### config.mk
export PLATFORM = sky130hd
export DESIGN_NAME = counter_load_updn
export DESIGN_NICKNAME = d
export VERILOG_FILES = /design/src/rtl/counter_load_pkg.sv /design/src/rtl/counter_load_next.sv /design/src/rtl/counter_load_updn.sv
export SDC_FILE = /design/constraint.sdc
export NUM_CORES = 1
export LEC_CHECK = 0
export ABC_AREA = 1
export BUFFER_PORTS_ARGS = -buffer_cell sky130_fd_sc_hd__buf_4
export CORE_AREA = 2 2 39 41
export CTS_BUF_LIST = sky130_fd_sc_hd__clkbuf_8
export CTS_CLUSTER_SIZE = 16
export DETAILED_ROUTE_END_ITERATION = 12
export DIE_AREA = 0 0 41 43
export PLACE_DENSITY = 0.82
export SLEW_MARGIN = 10
export SYNTH_ARGS = -nofsm -noshare
export SYNTH_HDL_FRONTEND = slang
export SYNTH_SLANG_ARGS = --single-unit
### constraint.sdc
create_clock -name clk -period 3.05 [get_ports clk]
set_input_delay 0.305 -clock clk [delete_from_list [all_inputs] [get_ports clk]]
set_output_delay 0.305 -clock clk [all_outputs]
set_load 0.02 [all_outputs]
### src/rtl/counter_load_pkg.sv
// Shared mode and FSM encodings for the loadable up/down counter.
// Imported by counter_load_next and counter_load_updn.
package counter_load_pkg;

  localparam logic [1:0] MODE_WRAP    = 2'b00;
  localparam logic [1:0] MODE_SAT     = 2'b01;
  localparam logic [1:0] MODE_ONESHOT = 2'b10;
  localparam logic [1:0] MODE_HOLD    = 2'b11;

  localparam logic [0:0] ST_RUN  = 1'b0;
  localparam logic [0:0] ST_DONE = 1'b1;

endpackage

### src/rtl/counter_load_next.sv
// Next-count datapath: one step up or down, with wrap or saturate at the bounds.
// Purely combinational; no flow control.
module counter_load_next
  import counter_load_pkg::*;
#(
  parameter int WIDTH   = 4,
  parameter int MAX_VAL = 2**WIDTH-1
) (
  input  logic [WIDTH-1:0] count,
  input  logic             up_dn,
  input  logic [1:0]       mode,
  output logic [WIDTH-1:0] next_count,
  output logic             hit_t,
  output logic             wrap_or_sat
);

  localparam logic [WIDTH:0]   MAX_X = (WIDTH+1)'(MAX_VAL);
  localparam logic [WIDTH-1:0] MAX_W = WIDTH'(MAX_VAL);

  logic [WIDTH:0] cnt_x;
  logic [WIDTH:0] inc;
  logic [WIDTH:0] dec;

  assign cnt_x = {1'b0, count};
  assign inc   = cnt_x + 1'b1;
  assign dec   = cnt_x - 1'b1;

  // The extra top bit flags a step outside 0..MAX_VAL, i.e. an attempt to pass T.
  always_comb begin
    next_count  = count;
    hit_t       = 1'b0;
    wrap_or_sat = 1'b0;
    if (mode != MODE_HOLD) begin
      if (up_dn) begin
        if (inc > MAX_X) begin
          wrap_or_sat = 1'b1;
          next_count  = (mode == MODE_WRAP) ? '0 : count;
        end else begin
          next_count = inc[WIDTH-1:0];
          hit_t      = (inc == MAX_X);
        end
      end else begin
        if (dec[WIDTH]) begin
          wrap_or_sat = 1'b1;
          next_count  = (mode == MODE_WRAP) ? MAX_W : count;
        end else begin
          next_count = dec[WIDTH-1:0];
          hit_t      = (dec == '0);
        end
      end
    end
  end

endmodule

### src/rtl/counter_load_updn.sv
// Loadable up/down counter with wrap/saturate/one-shot modes, tc pulse and sticky ovf.
// All outputs registered, 1-cycle latency; no backpressure (every enabled edge steps).
module counter_load_updn
  import counter_load_pkg::*;
#(
  parameter int WIDTH   = 4,
  parameter int MAX_VAL = 2**WIDTH-1
) (
  input  logic             clk,
  input  logic             rst,
  input  logic             en,
  input  logic             load,
  input  logic [WIDTH-1:0] load_h,
  input  logic             up_dn,
  input  logic [1:0]       mode,
  input  logic             clr_ovf,
  output logic [WIDTH-1:0] count,
  output logic             tc,
  output logic             ovf,
  output logic             done
);

  localparam logic [WIDTH-1:0] MAX_W = WIDTH'(MAX_VAL);

  logic [0:0]       state;
  logic [WIDTH-1:0] next_count;
  logic             hit_t;
  logic             wrap_or_sat;
  logic [WIDTH-1:0] load_clamped;
  logic             step_go;

  counter_load_next #(
    .WIDTH   (WIDTH),
    .MAX_VAL (MAX_VAL)
  ) u_next (
    .count       (count),
    .up_dn       (up_dn),
    .mode        (mode),
    .next_count  (next_count),
    .hit_t       (hit_t),
    .wrap_or_sat (wrap_or_sat)
  );

  assign load_clamped = (load_h > MAX_W) ? MAX_W : load_h;
  assign step_go      = en && !load && (state == ST_RUN) && (mode != MODE_HOLD);
  assign done         = (state == ST_DONE);

  always_ff @(posedge clk or posedge rst) begin
    if (rst) begin
      count <= '0;
      tc    <= 1'b0;
      ovf   <= 1'b0;
      state <= ST_RUN;
    end else begin
      ovf <= (ovf && !clr_ovf) || (step_go && wrap_or_sat);
      if (load) begin
        count <= load_clamped;
        tc    <= 1'b0;
        state <= ST_RUN;
      end else if (state == ST_DONE) begin
        // Leaving one-shot mode releases DONE; the edge that does so does not step.
        tc <= 1'b0;
        if (mode != MODE_ONESHOT) state <= ST_RUN;
      end else if (en && mode == MODE_HOLD) begin
        tc <= tc;
      end else if (step_go) begin
        count <= next_count;
        tc    <= hit_t;
        if (mode == MODE_ONESHOT && hit_t) state <= ST_DONE;
      end else begin
        tc <= 1'b0;
      end
    end
  end

endmodule

* After elaboration in Yosys (flattened, before gate mapping) *
Cells that the tools add are included.

operators by class
  $add $sub $neg = 2
  order comparisons = 2
  equal/unequal tests = 10
  muxes and demuxes = 29
  bitwise logic cells = 1
  reductions and logical operators = 15

operators with widths
  operator             count
  $mux 4               11
  $mux 1               18
  $ne 2x2->1 const B   4
  $ne 4x4->1 const B   2
  $logic_and 1x1->1    7
  $reduce_and 6->1     1
  $add 4x1->5 const B  1
  $eq 5x4->1 const B   1
  $gt 5x4->1 const B   1
  $logic_not 5->1      1
  $sub 4x1->5 const B  1
  $eq 2x2->1 const B   2
  $gt 4x4->1 const B   1
  $reduce_bool 2->1    2
  $ne 3x3->1 const B   1
  $logic_not 1->1      2
  $logic_not 2->1      1
  $logic_or 1x1->1     1
  $not 1->1            1

word-level totals
  register bits after elaboration = 7
  input bits = 12
  output and inout bits = 7
  word-level logic and storage cells = 63

* Depth between registers and ports, before layout *
  depth in word-level cells = 11
  gate-level depth with buffers = 11
  depth with buffers taken out = 10

* Hierarchy *
Synthesis repeated with hierarchy kept, for this count alone.

second synthesis, totals
  cells, all modules = 142
  area total of the unflattened synthesis = 857.1 µm²

modules (own cells, without submodules)
  module             times used  cells an instance  area an instance (µm²)  seq. area each (µm²)
  counter_load_next  1           93                 501.7                   0.0
  counter_load_updn  1           49                 355.3                   175.2

* Worst setup path before layout *
No wires, ideal clock.

  kind = reg-to-reg
  start = register count[0]
  end = register count[0]
  library setup time = 0.117 ns
  data arrival time = 1.724 ns
  required time = 2.933 ns
  setup slack = 1.209 ns
  stages on the path, launching flop included = 11
  path buffers = 0
  clock period less this slack = 1.841 ns
  path through = dfrtp_1 inv_1 ha_1 nor3b_1 nand3_2 nand2_4 nand3_4 nand2_1 nor2_1 nand2_1 nand2_1

between the ends
  cells in the longest elaborated chain, start to end = 9
  elaborated cells on any way between the ends = 14
  those cells by class = 2 x add/sub; 1 x order compare; 2 x eq/ne; 8 x mux; 1 x reduce/logical

ends and longest elaborated chain
  item                      RTL line                 text
  start: declaration        counter_load_updn.sv:17  output logic [WIDTH-1:0] count,
  start signal: assignment  counter_load_updn.sv:57  count <= load_clamped;
  start signal: assignment  counter_load_updn.sv:67  count <= next_count;
  $add 4x1->5               counter_load_next.sv:25  assign inc = cnt_x + 1'b1;
  $gt 5x4->1                counter_load_next.sv:35  if (inc > MAX_X) begin
  $mux 4                    counter_load_next.sv:35
  $mux 4                    counter_load_next.sv:34  if (up_dn) begin
  $mux 4                    counter_load_next.sv:33  if (mode != MODE_HOLD) begin
  $mux 4                    counter_load_updn.sv:66  end else if (step_go) begin
  $mux 4                    counter_load_updn.sv:64  end else if (en && mode == MODE_HOLD) begin
  $mux 4                    counter_load_updn.sv:60  end else if (state == ST_DONE) begin
  $mux 4                    counter_load_updn.sv:56  if (load) begin

Parallel ways exist; a longest one is shown, timed or not. The select of a mux whose other input is x is not followed.
A chain may end at the register's enable or synchronous reset.

* Worst setup path in the final report *
  start = register count[0]
  end = register count[2]

Same word-level chain as after synthesis.

==> metrics <==
CTS tree=done; Crit Reg-Reg Endpoint=count[2]$_DFFE_PP0P_; initial antenna violation count=0; H-Tree Level Count=1; Synth Area per Inst=6.94 um^2; Rows=14; post-synth top area share=about a quarter; Post-DP HPWL=1350 um; most frequent cell after synthesis=nand2_1; CP peak stage delay=520 ps; post-synthesis xor/xnor area fraction=3.44%; Multi-input gate area=484 um^2; vias in the first global route=around 700; # hold bufs at CTS=0; root buf cell=clkbuf_8; worst setup path startpoint=count[0]$_DFFE_PP0P_; Synth async-reset ratio=100%; DR WL/cell=12.8 um; worst r2r path cells=9; Compound-Gate Fraction of Synth Area=around 7.7%; Critical Path AT=approximately 2200 ps; area delta synth->final=23.7%; Post-Synth Adder-Cell Area=6.87%; mux contribution to synthesized area=0%; critical path class=reg -> reg; Synth warnings=0; Die Area=0.00176 mm^2; GR Overflow Total=0; Final #Nets=141; Max clock buf depth=2; Post-Synthesis Cells=105; Worst Path Required=3210 ps; R2R Setup Slk=about 1000 ps; first-pass GRT wire length=2900 um; Setup-failing EPs final=0; Startpoint Class=flop; Post-synth EDFFs=0; status=finished clean; GR peak layer=met2; M3 GR Usage=1.57%; worst rel slew slack=75.1%; PwrDens=between 500 and 600 mW/mm^2; top cells by area, synth=dfrtp_1, nand2_1, ha_1, nor2_1, nand3_1; main combinational cell family by area after synthesis=simple AND/OR/NAND/NOR gates; overall routed net length=1800 um; # Post-CTS Setup Buffers=0; # port buffers=18; Remaining DRCs=0; clk_lat worst skew=240 ps; Mapped Area=approximately 730 um^2; RSZ-0062 raised after global routing=false; synth cell count leaders=nand2_1, nor2_1, inv_1; Storage cell area=175 um^2; max cap viols=0; CTS sink count=7; Final Max Slew Viols=0; worst r2r src=count[0]$_DFFE_PP0P_; Clock transition at path regs=50 ps; post-synth net total=around 120; Crit Path Max Fanout=9; filler instances=129; Final period util=65.8%; post-synthesis register bit count=7; GR Util met2=40.6%; M1 GR Usage=28.3%; Antenna diodes=0; critical path cell sequence=inv_1 -> ha_1 -> nor3b_1 -> nand3_2 -> nand2_4 -> nand3_4 -> nand3_4 -> nand2_1 -> o21ai_1; Simple-Gate Fraction of Synth Area=48.5%; Antenna Nets Post-Route=0; Tot GR Track Use=24.4%; GPL Wtd Cong=0.815; slowest CP cell=dfrtp_1; min-delay worst type=in -> async; Core Region=0.00138 mm^2; min Tclk post-route=2010 ps; hold_ws=6.05 ps; most common cell type on the critical path=nand3_4; Initial Util=52.6%; Leak=0.467 nW; Avg Vias per Cell=5.44; number of CTS-inserted buffers=3; Slew @ Worst Pin=373 ps; Chip Height=43 um; Achievable Freq=498 MHz; share of layout cells above drive strength 1=27.4%; Seq/Total Area, Yosys=24.1%; CP endpoint kind=flop; Max VDD drop=237 uV; DRT Pass-1 Iters=4; top-level I/O count=19; clock skew=about 3.3 ps; library cells used by synthesis=28; largest net degree at the start of global routing=10; Initial DRC Count=23; Hold Violations, Final=0; post-route setup TNS=0 ps; Horiz. Die Dim=41 um; Post-CTS Resized=0; Vias=761; dominant synthesized flop cell=dfrtp_1; area leader, netlist=dfrtp_1
-- through the flow --
stage                     util (%)  instance area [um^2]  total power [W]  instances  setup WS (ps)
after floorplan                  -                   728         0.000330        105           1210
after global placement        61.8                   856         0.000383        136           1250
after detailed placement      61.8                   856         0.000389        136           1130
after CTS                     65.1                   901         0.000532        140           1090
after global routing          65.1                   901         0.000574        140            882
final                         65.1                   901         0.000532        140           1040
-- cells in the final DEF, fill, tap and decap left out, types with 2 or more instances in the layout --
cell      instances
nand3_1           7
or2_2             4
nor2_1           12
nand4_1           5
nand3_4           2
dfrtp_1           7
nand2_1          30
ha_1              4
clkbuf_8          3
a21oi_1           3
o21ai_1           3
buf_4            18
nand3_2           2
inv_1            10
-- area by class of cell --
cell class / instances / share of cell area [%]
clock buffers: 3 / 4.58
clock inverters: 1 / 0.417
inverters: 11 / 4.58
multi-input cells: 84 / 53.7
flip-flops and latches: 7 / 19.4
well taps: 16 / 2.22
repair buffers: 18 / 15.0
-- worst max-delay path: cells and delay by family, from the launching register on --
| family | cells | cell delay (ps) |
|---|---|---|
| AOI/OAI and AO/OA | 1 | 80 |
| adders and majority gates | 1 | 360 |
| and+or+nand+nor | 6 | 810 |
| buffers and inverters | 1 | 170 |
| DFF | 1 | 520 |
-- kinds of logic after synthesis --
| logic type | count (synthesis) |
|---|---|
| fa+ha+maj | 4 |
| buf+inv | 14 |
| compound gates | 10 |
| xor+xnor | 2 |
| flops | 7 |
| simple gates | 68 |
-- registers in the layout (all words and copies together) (netlist names) --
name / count
count: 4
done: 1
ovf: 1
tc: 1
-- per-layer routing --
metal / routed length [um] / vias up
li1: - / 379
met1: 715 / 342
met2: 945 / 35
met3: 88 / 5
met4: 48 / 0
met5: 0 / -
-- report_power, final --
| group | total (W) | internal [W] | switching, W |
|---|---|---|---|
| Sequential | 0.000149 | 0.000108 | 0.0000408 |
| Combinational | 0.000245 | 0.000102 | 0.000143 |
| Clock | 0.000138 | 0.0000879 | 0.0000501 |
-- worst max path at each step --
stage / cells after the start / to
2_1_floorplan: 10 / count[0]$_DFFE_PP0P_
4_1_cts: 10 / count[0]$_DFFE_PP0P_
6_report: 9 / count[2]$_DFFE_PP0P_
5_1_grt: 9 / count[1]$_DFFE_PP0P_
3_5_place_dp: 10 / count[0]$_DFFE_PP0P_
3_3_place_gp: 10 / count[0]$_DFFE_PP0P_
(Power assumes the default switching activity.)
